## config.mk

```make
export PLATFORM = sky130hd
export DESIGN_NAME = mac2_seq_ctrl_flat
export DESIGN_NICKNAME = d
export VERILOG_FILES = /design/src/rtl/mac2_seq_ctrl_if.sv /design/src/rtl/mac2_seq_ctrl.sv /design/src/flat_wrapper.sv
export SDC_FILE = /design/constraint.sdc
export NUM_CORES = 1
export LEC_CHECK = 0
export ABC_AREA = 0
export CORE_MARGIN = 4
export CORE_UTILIZATION = 40
export CTS_CLUSTER_DIAMETER = 40
export DETAILED_ROUTE_END_ITERATION = 10
export GPL_ROUTABILITY_DRIVEN = 0
export PLACE_DENSITY_LB_ADDON = 0.25
export SLEW_MARGIN = 5
export SYNTH_ARGS = -nofsm -noshare
export SYNTH_HDL_FRONTEND = slang
export SYNTH_SLANG_ARGS = --single-unit
```

## constraint.sdc

```tcl
create_clock -name clk -period 11.7 [get_ports clk]
set_input_delay 1.755 -clock clk [delete_from_list [all_inputs] [get_ports clk]]
set_output_delay 1.755 -clock clk [all_outputs]
set_load 0.02 [all_outputs]
```

## src/rtl/mac2_seq_ctrl_if.sv

```systemverilog
// Handshake bundle for mac2_seq_ctrl.
//   start/cfg_len          : job launch pulse and beat count (sampled in IDLE)
//   busy                   : sequencer not idle
//   in_valid/in_ready/in_data   : operand beat stream, in_data = {w1,a1,w0,a0}
//   out_valid/out_ready/out_sum/out_ovf : one signed result per job
// master: the side that launches jobs and feeds beats; slave: the sequencer.
interface mac2_seq_ctrl_if #(
  parameter int unsigned LEN_W = 7,
  parameter int unsigned ACC_W = 16
);
  logic             start;
  logic [LEN_W-1:0] cfg_len;
  logic             busy;
  logic             in_valid;
  logic             in_ready;
  logic [7:0]       in_data;
  logic             out_valid;
  logic             out_ready;
  logic [ACC_W-1:0] out_sum;
  logic             out_ovf;

  modport master (
    output start, cfg_len, in_valid, in_data, out_ready,
    input  busy, in_ready, out_valid, out_sum, out_ovf
  );

  modport slave (
    input  start, cfg_len, in_valid, in_data, out_ready,
    output busy, in_ready, out_valid, out_sum, out_ovf
  );
endinterface

```

## src/rtl/mac2_seq_ctrl.sv

```systemverilog
// mac2_seq_ctrl: streams packed 2-bit activation/weight beats through a
// muladd2 lookup and accumulates the signed dot product over cfg_len beats,
// returning one result per job over a valid/ready handshake.
//
// Ports:
//   clk    : rising-edge clock
//   rst_n  : synchronous active-low reset, honoured in every state
//   bus    : mac2_seq_ctrl_if.slave (start/cfg_len/busy, in_* beat stream,
//            out_* result handshake)
//
// Build option: define MAC2_SAT_EN to clamp the accumulator to the signed
// ACC_W range and report clamping on out_ovf (sticky per job). Without it the
// accumulator wraps and out_ovf is tied low.
//
// Codes decode 00->-3, 01->-1, 10->+1, 11->+3; a beat adds a0*w0 + a1*w1.
// ACC_W must be at least 6 so that a single step (-18..+18) fits.
module mac2_seq_ctrl #(
  parameter int unsigned LEN_W = 7,
  parameter int unsigned ACC_W = 16
) (
  input logic                clk,
  input logic                rst_n,
  mac2_seq_ctrl_if.slave     bus
);

  typedef enum logic [1:0] {StIdle, StRun, StOut} state_e;

  state_e           state_q, state_d;
  logic [LEN_W-1:0] len_q, len_d;
  logic [LEN_W-1:0] cnt_q, cnt_d;
  logic [7:0]       p_data_q, p_data_d;
  logic             p_vld_q, p_vld_d;
  logic [ACC_W-1:0] acc_q, acc_d;

  // Signed product of two 2-bit codes; magnitude is 3 for 00/11, 1 for 01/10.
  function automatic logic signed [5:0] prod2(input logic [1:0] a, input logic [1:0] w);
    logic [5:0] mag;
    unique case ({a[1] ~^ a[0], w[1] ~^ w[0]})
      2'b00:        mag = 6'd1;
      2'b01, 2'b10: mag = 6'd3;
      default:      mag = 6'd9;
    endcase
    prod2 = (a[1] ^ w[1]) ? -$signed(mag) : $signed(mag);
  endfunction

  // muladd2 lookup: unsigned L = (a0*w0 + a1*w1 + 18) / 2, range 0..18.
  // The sum of two odd products is always even, so the halving is exact.
  function automatic logic [4:0] muladd2_lut(input logic [7:0] d);
    logic [5:0] biased;
    biased = prod2(d[1:0], d[3:2]) + prod2(d[5:4], d[7:6]) + 6'd18;
    muladd2_lut = 5'(biased >> 1);
  endfunction

  logic [4:0]       lut_l;
  logic [6:0]       step7;
  logic [ACC_W-1:0] step_ext;
  logic [ACC_W-1:0] acc_next;

  assign lut_l    = muladd2_lut(p_data_q);
  assign step7    = {1'b0, lut_l, 1'b0} - 7'd18;   // 2*L - 18
  assign step_ext = ACC_W'($signed(step7));

`ifdef MAC2_SAT_EN
  logic             ovf_q, ovf_d;
  logic [ACC_W:0]   sum_w;
  logic             sat_hit;

  // One guard bit detects signed overflow; clamp toward the sign of the
  // true (unbounded) sum.
  assign sum_w   = {acc_q[ACC_W-1], acc_q} + {step_ext[ACC_W-1], step_ext};
  assign sat_hit = sum_w[ACC_W] ^ sum_w[ACC_W-1];
  assign acc_next = !sat_hit     ? sum_w[ACC_W-1:0] :
                    sum_w[ACC_W] ? {1'b1, {(ACC_W-1){1'b0}}} :
                                   {1'b0, {(ACC_W-1){1'b1}}};
  assign bus.out_ovf = ovf_q;
`else
  assign acc_next    = acc_q + step_ext;
  assign bus.out_ovf = 1'b0;
`endif

  assign bus.in_ready  = (state_q == StRun) && (cnt_q != len_q);
  assign bus.out_valid = (state_q == StOut);
  assign bus.busy      = (state_q != StIdle);
  assign bus.out_sum   = acc_q;

  always_comb begin
    state_d  = state_q;
    len_d    = len_q;
    cnt_d    = cnt_q;
    p_data_d = p_data_q;
    p_vld_d  = 1'b0;
    acc_d    = acc_q;
`ifdef MAC2_SAT_EN
    ovf_d    = ovf_q;
`endif
    unique case (state_q)
      StIdle: begin
        if (bus.start) begin
          len_d   = bus.cfg_len;
          cnt_d   = '0;
          acc_d   = '0;
`ifdef MAC2_SAT_EN
          ovf_d   = 1'b0;
`endif
          // A zero-length job has nothing to stream; report 0 straight away.
          state_d = (bus.cfg_len == '0) ? StOut : StRun;
        end
      end
      StRun: begin
        if (bus.in_valid && bus.in_ready) begin
          p_data_d = bus.in_data;
          p_vld_d  = 1'b1;
          cnt_d    = cnt_q + LEN_W'(1);
        end
        if (p_vld_q) begin
          acc_d = acc_next;
`ifdef MAC2_SAT_EN
          ovf_d = ovf_q | sat_hit;
`endif
          // Last beat is in the pipeline stage: its accumulate lands now.
          if (cnt_q == len_q) begin
            state_d = StOut;
          end
        end
      end
      StOut: begin
        if (bus.out_ready) begin
          state_d = StIdle;
        end
      end
      default: state_d = StIdle;
    endcase
  end

  always_ff @(posedge clk) begin
    if (!rst_n) begin
      state_q  <= StIdle;
      len_q    <= '0;
      cnt_q    <= '0;
      p_data_q <= '0;
      p_vld_q  <= 1'b0;
      acc_q    <= '0;
`ifdef MAC2_SAT_EN
      ovf_q    <= 1'b0;
`endif
    end else begin
      state_q  <= state_d;
      len_q    <= len_d;
      cnt_q    <= cnt_d;
      p_data_q <= p_data_d;
      p_vld_q  <= p_vld_d;
      acc_q    <= acc_d;
`ifdef MAC2_SAT_EN
      ovf_q    <= ovf_d;
`endif
    end
  end

endmodule
```

## src/flat_wrapper.sv

```systemverilog
// flat-port wrapper written by rule: the top's interface ports become plain ports
module mac2_seq_ctrl_flat 
#(
  parameter int unsigned LEN_W = 7,
  parameter int unsigned ACC_W = 16
)
  (clk, rst_n, bus_start, bus_cfg_len, bus_in_valid, bus_in_data, bus_out_ready, bus_busy, bus_in_ready, bus_out_valid, bus_out_sum, bus_out_ovf);
  mac2_seq_ctrl_if #(.LEN_W(LEN_W), .ACC_W(ACC_W)) bus_i ();
  input logic clk;
  input logic rst_n;
  input wire logic [$bits(bus_i.start)-1:0] bus_start;
  input wire logic [$bits(bus_i.cfg_len)-1:0] bus_cfg_len;
  input wire logic [$bits(bus_i.in_valid)-1:0] bus_in_valid;
  input wire logic [$bits(bus_i.in_data)-1:0] bus_in_data;
  input wire logic [$bits(bus_i.out_ready)-1:0] bus_out_ready;
  output wire logic [$bits(bus_i.busy)-1:0] bus_busy;
  output wire logic [$bits(bus_i.in_ready)-1:0] bus_in_ready;
  output wire logic [$bits(bus_i.out_valid)-1:0] bus_out_valid;
  output wire logic [$bits(bus_i.out_sum)-1:0] bus_out_sum;
  output wire logic [$bits(bus_i.out_ovf)-1:0] bus_out_ovf;
  assign bus_i.start = bus_start;
  assign bus_i.cfg_len = bus_cfg_len;
  assign bus_i.in_valid = bus_in_valid;
  assign bus_i.in_data = bus_in_data;
  assign bus_i.out_ready = bus_out_ready;
  assign bus_busy = bus_i.busy;
  assign bus_in_ready = bus_i.in_ready;
  assign bus_out_valid = bus_i.out_valid;
  assign bus_out_sum = bus_i.out_sum;
  assign bus_out_ovf = bus_i.out_ovf;
  mac2_seq_ctrl #(.LEN_W(LEN_W), .ACC_W(ACC_W)) u_core (.clk(clk), .rst_n(rst_n), .bus(bus_i));
endmodule
```

==> results of run 1 <==
[per-stage QoR]
stage / setup WS, ns / hold slack (ns) / cells / total power [mW]
floorplan: 7.56 / 0.448 / 316 / 0.360
global placement: 7.31 / 0.463 / 418 / 0.399
detailed placement: 7.18 / 0.464 / 418 / 0.406
CTS: 7.18 / 0.476 / 425 / 0.496
global route: 6.89 / 0.498 / 425 / 0.531
finish: 7.20 / 0.474 / 425 / 0.492
[area by class of cell]
cell class,instances,share of cell area
Sequential cell,40,0.256
Inverter,12,0.0144
Multi-Input combinational cell,252,0.555
Tap cell,77,0.0308
Clock buffer,5,0.0220
Clock inverter,2,0.00400
Timing Repair Buffer,37,0.118
[worst register-to-register path: cells and delay by family (launching register included)]
kind	cells	cell delay [ns]
compound gates	7	1.56
xor+xnor	3	0.42
fa+ha+maj	4	1.49
flops	1	0.34
simple gates	3	0.57
[registers in the layout, summed over array words and instances, names as in the netlist]
register,flops
u_core.p_vld_q,1
u_core.state_q,2
u_core.len_q,7
u_core.bus.out_sum,15
u_core.cnt_q,7
u_core.p_data_q,8
[worst min-delay path by stage]
stage                       start  cells after the start                 end  slack [ns]
2_1_floorplan     u_core.len_q[3]                      2     u_core.len_q[3]        0.45
3_3_place_gp      u_core.len_q[6]                      2     u_core.len_q[6]        0.46
3_5_place_dp      u_core.len_q[0]                      2     u_core.len_q[0]        0.46
4_1_cts        u_core.p_data_q[2]                      2  u_core.p_data_q[2]        0.48
5_1_grt           u_core.len_q[4]                      2     u_core.len_q[4]        0.50
6_report          u_core.len_q[4]                      2     u_core.len_q[4]        0.47
[layout by cell type, fill, tap and decap left out, types with 2 or more instances in the layout]
master,synthesis,layout
clkbuf_8,1,5
a31oi_1,4,4
nor2b_1,4,4
dfxtp_1,40,40
o211ai_1,3,3
a21o_1,10,10
nand3_1,10,10
fa_1,2,2
inv_1,12,12
conb_1,1,2
ha_1,24,24
nand4_1,7,7
xnor2_1,15,15
nor2_1,23,23
xor2_1,21,21
or3_1,2,2
nand2b_1,2,2
nand2_1,46,46
a22oi_1,7,7
clkdlybuf4s50_1,0,37
and2_1,2,2
nor3_1,5,5
a21oi_1,27,27
mux2i_1,2,2
o21a_1,2,2
o21ai_0,6,6
[routing by layer]
| layer | part of all wire | global-route usage | up-vias |
|---|---|---|---|
| met5 | 0 | 0 | - |
| met4 | 0.0078 | 0.0284 | 0 |
| met3 | 0.042 | 0.0304 | 6 |
| met2 | 0.48 | 0.250 | 44 |
| met1 | 0.47 | 0.175 | 989 |
| li1 | - | - | 1163 |
[kinds of logic (layout without fill, tap and decap cells)]
group                    after synthesis  after routing
AO/OA/AOI/OAI                         70             70
XOR/XNOR                              37             37
adder cells (fa/ha/maj)               26             26
buffers and inverters                 24             56
flip-flops                            40             40
multiplexers                           2              2
other                                  1              2
AND/OR/NAND/NOR                      115            115
[report_power, final]
| group | internal, mW | switching (mW) | leakage [nW] |
|---|---|---|---|
| logic | 0.113 | 0.145 | 0.950 |
| registers | 0.140 | 0.00366 | 0.324 |
| clock network | 0.0405 | 0.0494 | 0.0400 |
| total | 0.294 | 0.198 | 1.31 |
==> flow_summary.ini, run 1 <==
[placed_design]
io_buffers = 37
placed_area_um2 = 3050
hpwl_um = 4190

[critical_path]
worstPathArrival_ns = 4.67
cp_max_fo = 11
crit_type = register to register
slowest_delay_ns = 0.55
r2r-end = u_core.bus.out_sum[13]
r2r_setup_slack_ns = 7.20
crit_path_start_kind = register
critical_path_required_ns = 11.88
cp_num_cells = 17
slowest_stage = a221oi_4
endpoint_kind = register
reg2reg_from = u_core.p_data_q[7]
crit_start = u_core.p_data_q[7]
crit_path_end = u_core.bus.out_sum[13]
crit_buf_inv = 0
crit_chain = xnor2_1 -> ha_1 -> xnor2_1 -> ha_1 -> fa_1 -> nand2b_1 -> a21boi_1 -> o21ai_0 -> a221oi_4 -> ha_1 -> a21oi_2 -> nor2b_1 -> o21a_1 -> or3_1 -> a31oi_1 -> xor2_1 -> o21ai_0
reg2reg_depth = 17
crit_top_cell = ha_1
critPathTopFamily = compound AO/OA/AOI/OAI gates

[logic_synthesis]
synth_top_area_cell = dfxtp_1
synth_flop_cell = dfxtp_1
synthXorXnorAreaFrac = 0.125
synth_edf_count = 0
synth_most_common_cell = nand2_1
synth_top_family_by_area = simple AND/OR/NAND/NOR gates
synthMuxAreaShare = 0.00754
synth_simple_gate_area_share = 0.213
avgSynthCellArea_um2 = 8.42
syn_inst = 315
synth_cell_types = 55
netlist_top_cells_count = nand2_1, dfxtp_1, a21oi_1
netlist_area_um2 = 2650
synth_fa_ha_area_frac = 0.128
ys_seq_area_frac = 0.302
synth-seq-cells = 40
synth_warnings = 0
synth_compound_area_frac = 0.178
yosys-top-cells-area = dfxtp_1, ha_1, xor2_1
yosys.area.top_type_share = 0.302
synthArstFlopShare = 0

[floorplan]
start_util = 0.416
rows = 29
die_height_um = 89.5
die_area_um2 = 8000
ios = 40
die_w_um = 89.5
core_area_um2 = 6390

[routing]
routed_wl_um = 5380
drcViolationCount = 0
ant_nets = 0
wl_per_cell_um = 12.7
routed-via-count = 2202
drt_pass1_iterations = 6
dr.first_iter.drc_count = 70
via_per_inst = 5.18

[grt]
grtUsageTotal = 0.141
grt_pass1_vias = 2032
overflow = 0
grt_pass1_wl_um = 8980
grt_max_degree = 31
antenna_found_initial = 0

[power_and_ir_drop]
power_density_nw_per_um2 = 157
peakVddDrop_uv = 96.8
cellLeakagePower_nw = 1.31

[clock_network]
cts.sinks = 40
cts_tree = yes
path_clk_slew_ns = 0.08
cts_buffer_depth = 2
h-tree-depth = 2
hold_buffers = 0
root_buffer = clkbuf_8
cts_buffers = 5
cts_resized = 0
post_cts_buffers = 0
clk_latency_ns = 0.29

[layout]
diodes = 0
postLayoutCoreUtil = 0.490
final_area_um2 = 3130
fill_cells = 635
multi_input_area_um2 = 1740
fin_nets = 394
drive_gt1_frac = 0.0661
ff_latch_area_um2 = 801
area_delta_synth_final_pct = 18.0

[run]
cap_violations = 0

[timing]
period_minus_slack_ns = 4.50
clock.fmax_ghz = 0.222
rsz0062_at_grt = no
finalHoldViolCount = 0
final.setup_skew_ns = 0.00919
setup_tns_ns = 0
tightest_slew_ns = 0.967
final_max_slew_viol_count = 0
period_share = 0.384
relSlewSlack = 0.354
setup_viol = 0

[run_status]
status = complete, no violations

[min_path]
hp-class = register to register
No activity file was read; power rests on OpenSTA's default activity.
==> inputs of run 2 (changes only) <==
- clock period: 11.7 -> 4.3 ns (I/O delays scaled with it)
==> run 2 against run 1 <==
Power grew to 3.3 times the previous value. Final area grew 8.5%. Global-route usage grew 1.1 points. Critical path depth grew 1. Worst setup slack lost 7.1 ns. Sequential share of layout area shrank 1.8 points. Die area is the same. Count of clock-buffer cells in the layout is the same. Non-clock buffer count grew 13. Final cell count grew 3.1%. Utilization grew 4.2 points. Combinational power grew to 3.7 times the previous value. Largest power group unchanged.
==> flow_summary.ini, run 2 (synthesis gave the netlist of run 1 again) <==
[critical_path]
slowest_delay_ns = 0.43
cp_max_fo = 5
r2r-end = u_core.bus.out_sum[15]
reg2reg_from = u_core.p_data_q[0]
crit_chain = xnor2_2 -> ha_1 -> xnor2_1 -> ha_1 -> fa_2 -> xor2_2 -> nand3_2 -> and4_4 -> a221oi_4 -> buf_6 -> ha_4 -> and3_4 -> o211ai_1 -> a31oi_2 -> o311a_4 -> o21ai_1 -> nor3b_2 -> mux2i_1
endpoint_kind = register
slowest_stage = fa_2
r2r_setup_slack_ns = 0.14
critical_path_required_ns = 4.53
crit_top_cell = ha_1
crit_buf_inv = 1
reg2reg_depth = 18
crit_type = register to register
worstPathArrival_ns = 4.38
critPathTopFamily = adder cells
cp_num_cells = 18
crit_path_start_kind = register

[min_path]
holdPathStages = 2
hold_end = u_core.len_q[0]
hp-start = u_core.len_q[0]
hp-class = register to register

[clock_network]
hold_buffers = 0
clk_latency_ns = 0.29
cts.sinks = 40
cts_buffer_depth = 2
path_clk_slew_ns = 0.08
root_buffer = clkbuf_8
cts_buffers = 5
h-tree-depth = 2
cts_tree = yes

[floorplan]
rows = 29
die_w_um = 89.5
die_area_um2 = 8000
core_area_um2 = 6390
start_util = 0.416
die_height_um = 89.5
ios = 40

[timing]
clock.fmax_ghz = 0.241
final_max_slew_viol_count = 0
period_share = 0.967
setup_viol = 0
final.setup_skew_ns = 0.00597
setup_slack_ns = 0.142
finalHoldViolCount = 0
relSlewSlack = 0.329
tightest_slew_ns = 1.01
period_minus_slack_ns = 4.16

[routing]
routed_wl_um = 5990
via_per_inst = 5.29
drcViolationCount = 0
dr.first_iter.drc_count = 57
wl_per_cell_um = 13.7
routed-via-count = 2315
drt_pass1_iterations = 4
ant_nets = 0

[run_status]
status = complete, no violations

[placed_design]
placed_area_um2 = 3080
hpwl_um = 4260
dpl_worst_slack_ns = -0.000593
io_buffers = 37

[grt]
grtUsageTotal = 0.152
grt_pass1_wl_um = 9720
overflow = 0
grt_max_degree = 31
antenna_found_initial = 0
grt_pass1_vias = 2163

[layout]
fin_nets = 407
final_area_um2 = 3400
largest_reg_flops = 15
drive_gt1_frac = 0.172
final_cell_mix = nand2_1, clkdlybuf4s50_1, dfxtp_1
layout_commonest_cell = nand2_1
diodes = 0
area_delta_synth_final_pct = 28.1

[power_and_ir_drop]
power_density_nw_per_um2 = 472
cellLeakagePower_nw = 1.36
peakVddDrop_uv = 270

[run]
cap_violations = 0
[run 2: changes by cell type in the layout (fill, tap and decap cells not counted), sizes merged]
cell,delta
buf,+13
[run 2: final cells by class]
cell class	instances	area, um^2
fill	614	2990
tap	77	96.3
clock buffer	5	68.8
multi-input combinational	252	1900
sequential	40	807
timing repair buffer	50	472
clock inverter	2	12.5
inverter	12	45.0
[run 2: layer usage]
layer / routed length [um] / vias up / GRT usage
li1: - / 1184 / -
met3: 264 / 8 / 0.0332
met5: 0 / - / 0
met2: 2890 / 49 / 0.257
met1: 2750 / 1074 / 0.195
met4: 85 / 0 / 0.0433
[run 2: tightest hold or removal path, delay by kind of cell, from the launching register on]
| kind | cells | cell delay (ns) |
|---|---|---|
| flip-flops | 1 | 0.32 |
| AND/OR/NAND/NOR | 1 | 0.05 |
| AO/OA/AOI/OAI | 1 | 0.05 |
[run 2: worst max-delay path by stage]
| stage | slack [ns] | to | from |
|---|---|---|---|
| after floorplan | 0.16 | u_core.bus.out_sum[15] | u_core.p_data_q[7] |
| after global placement | 0.12 | u_core.bus.out_sum[15] | u_core.p_data_q[7] |
| after detailed placement | -0.0006 | u_core.bus.out_sum[15] | u_core.p_data_q[7] |
| after CTS | 0.03 | u_core.bus.out_sum[15] | u_core.p_data_q[7] |
| after global routing | -0.05 | u_core.bus.out_sum[15] | u_core.p_data_q[1] |
| final | 0.14 | u_core.bus.out_sum[15] | u_core.p_data_q[0] |
[run 2: metrics by stage]
stage | cells | power, mW | util | TNS (ns) | hold WS, ns
after floorplan | 316 | 0.981 | - | 0 | 0.448
after global placement | 422 | 1.12 | 0.482 | 0 | 0.461
after CTS | 431 | 1.42 | 0.500 | 0 | 0.474
after detailed placement | 422 | 1.14 | 0.482 | -0.000593 | 0.462
final | 438 | 1.60 | 0.532 | 0 | 0.473
after global routing | 438 | 1.72 | 0.532 | -0.122 | 0.498
[run 2: what timing repair did]
| action | 4_1_cts | 5_1_grt |
|---|---|---|
| setup buffers | 2 | 7 |
| resized for setup | 3 | 30 |
| setup endpoints to repair | 2 | 6 |
| pin swaps | 2 | 15 |
[run 2: power by group]
| group | total (mW) | internal [mW] | switching (mW) |
|---|---|---|---|
| registers | 0.393 | 0.382 | 0.0109 |
| logic | 0.967 | 0.486 | 0.481 |
| clock network | 0.242 | 0.110 | 0.133 |
| total | 1.60 | 0.978 | 0.625 |
==> patch, RTL diff (config.mk and constraints of run 2) <==
`ACC_W` is set to 16 in 3 places; all go to 24.
--- a/src/rtl/mac2_seq_ctrl_if.sv
+++ b/src/rtl/mac2_seq_ctrl_if.sv
@@ -8,3 +8,3 @@
   parameter int unsigned LEN_W = 7,
-  parameter int unsigned ACC_W = 16
+  parameter int unsigned ACC_W = 24
 );
--- a/src/rtl/mac2_seq_ctrl.sv
+++ b/src/rtl/mac2_seq_ctrl.sv
@@ -18,3 +18,3 @@
   parameter int unsigned LEN_W = 7,
-  parameter int unsigned ACC_W = 16
+  parameter int unsigned ACC_W = 24
 ) (
--- a/src/flat_wrapper.sv
+++ b/src/flat_wrapper.sv
@@ -4,3 +4,3 @@
   parameter int unsigned LEN_W = 7,
-  parameter int unsigned ACC_W = 16
+  parameter int unsigned ACC_W = 24
 )
Interface: changed (resized bus_out_sum); port bits go from 40 to 48. The function was not compared with the original's and may differ.
==> patch against run 2 <==
The run now ends with setup timing left; total power grew 66%; sequential cell count rose by 8; wire length increased by 59%; final cell count up 40%; area after synthesis grew 28%; clock power grew 67%; first-iteration DRC count increased to 2.8 times the old value; fmax down 3.9%; worst setup slack worse by 0.17 ns; critical path depth decreased by 1; cell area increased by 45%; critical path type unchanged; largest cell class unchanged; largest power group unchanged.
==> patch: results (changes against run 2) <==
status complete, but fails checks; failing checks setup timing; placed cell count 596 (+41%); met3 WL 402 um (+52%); post-synthesis cell type count 46 (-16%); Cell Count, Final, Fillers Out 615 (+40%); CP Max Fanout 7 (+2); Clock Latency Late Sink 0.31 ns (+0.02 ns); Tightest Pin Transition 0.974 ns (-0.0321 ns); share of cells above drive strength 1 26.5% (+9.3 points); post-place setup slack -0.122 ns (-0.121 ns); Final HPWL DP 6650 um (+56%); Main synth FF type dfxtp_1; DRT antenna net count 0 (unchanged); DR pass1 iterations 5 (+1); Initial DRC Count 162 (+180%); wire length on met2 4840 um (+68%); IO buf count 45 (+22%); Fillers 731 (+19%); clock slew at reported path FFs 0.10 ns (+0.02 ns); ranking of synthesized cells by area dfxtp_1 28%, ha_1 12%, xnor2_1 6.4%; met3 Track Usage GR 3.13% (-0.19 points); Worst EP arrival 4.53 ns (+0.15 ns); R2R setup slack -0.03 ns (-0.17 ns); Leak 2.05 nW (+51%); mux cell area share after synthesis 3.23% (+2.5 points); Peak VDD IR 0.376 mV (+39%); first-pass GRT wire length 15200 um (+56%); DR vias/cell 5.49 (+3.9%); hold slack 0.470 ns (-0.00390 ns); met2 GRT Util 32.5% (+6.7 points); FF+latch area 972 um^2 (+20%); Post-Syn Area per Cell 8.05 um^2 (-4.4%); final setup TNS -0.0261 ns (-0.0261 ns); Final Worst Setup Slack -0.0261 ns (-0.168 ns); Avg WL per Cell 15.5 um (+14%); max FFs per register 23 (+8); placed instance area 4280 um^2 (+39%); GRT Total Usage 18.2% (+2.9 points); adder-cell share of the synthesized area 12.9% (+0.11 points); metal1 wirelength 4180 um (+52%); Layout Nets 563 (+38%); clock skew 0.0109 ns (+0.00497 ns); met1 usage 22.4% (+2.9 points); vias in the first global route 3342 (+55%); largest net degree at the start of global routing 30 (-3.2%); xor/xnor share of the synthesized area 11.1% (-1.4 points); Seq/Total Area, Yosys 28.2% (-2.0 points); Compound-Gate Fraction of Synth Area 20.8% (+2.9 points); final setup vio count 1 (+1); top cells by count, synth 49 x nand2_1, 48 x dfxtp_1, 40 x nor2_1, 36 x a21oi_1, 32 x ha_1
[patch: cell types whose count changed after synthesis, moves of 8 or more]
cell	before	now
o21ai_0	6	23
a21oi_1	27	36
ha_1	24	32
clkbuf_1	5	17
xnor2_1	15	25
dfxtp_1	40	48
mux2i_1	2	11
nor2_1	23	40
[patch: what timing repair did]
action | 4_1_cts | 5_1_grt
setup buffers | 1 | 10
pin swaps | 11 | 27
endpoints found under the setup margin | 5 | 13
gates resized for setup | 35 | 53
cloned | 1 | 0
[patch: critical path, stage by stage, from the launching register on]
cell      delay, ns
dfxtp_4        0.37
xnor2_2        0.13
ha_1           0.33
xnor2_2        0.16
ha_4           0.17
buf_6          0.11
fa_2           0.52
nor2b_4        0.22
a21oi_4        0.09
a221oi_4       0.34
buf_12         0.20
ha_4           0.21
a21o_1         0.17
a21o_1         0.19
a21oi_2        0.19
a21oi_2        0.09
or4_1          0.47
a32o_2         0.26
[patch: final timing paths]
path,startpoint,depth (start not counted),end
setup / recovery,u_core.p_data_q[5],17,u_core.bus.out_sum[21]
hold / removal,u_core.len_q[0],2,u_core.len_q[0]
setup reg to reg,u_core.p_data_q[5],17,u_core.bus.out_sum[21]
hold reg to reg,u_core.len_q[0],2,u_core.len_q[0]
[patch: layout make-up]
cell class / instances / share of cell area, %
clock inverters: 3 / 1.40
repair buffers: 100 / 18.1
clock buffers: 5 / 1.40
multi-input cells: 341 / 55.8
flip-flops and latches: 48 / 19.7
inverters: 13 / 0.990
well taps: 105 / 2.66
[patch: power breakdown]
| group | total (mW) | switching, mW | internal, mW | leakage [nW] |
|---|---|---|---|---|
| Combinational | 1.78 | 0.893 | 0.888 | 1.59 |
| Sequential | 0.471 | 0.0134 | 0.458 | 0.391 |
| Clock | 0.404 | 0.170 | 0.234 | 0.0687 |
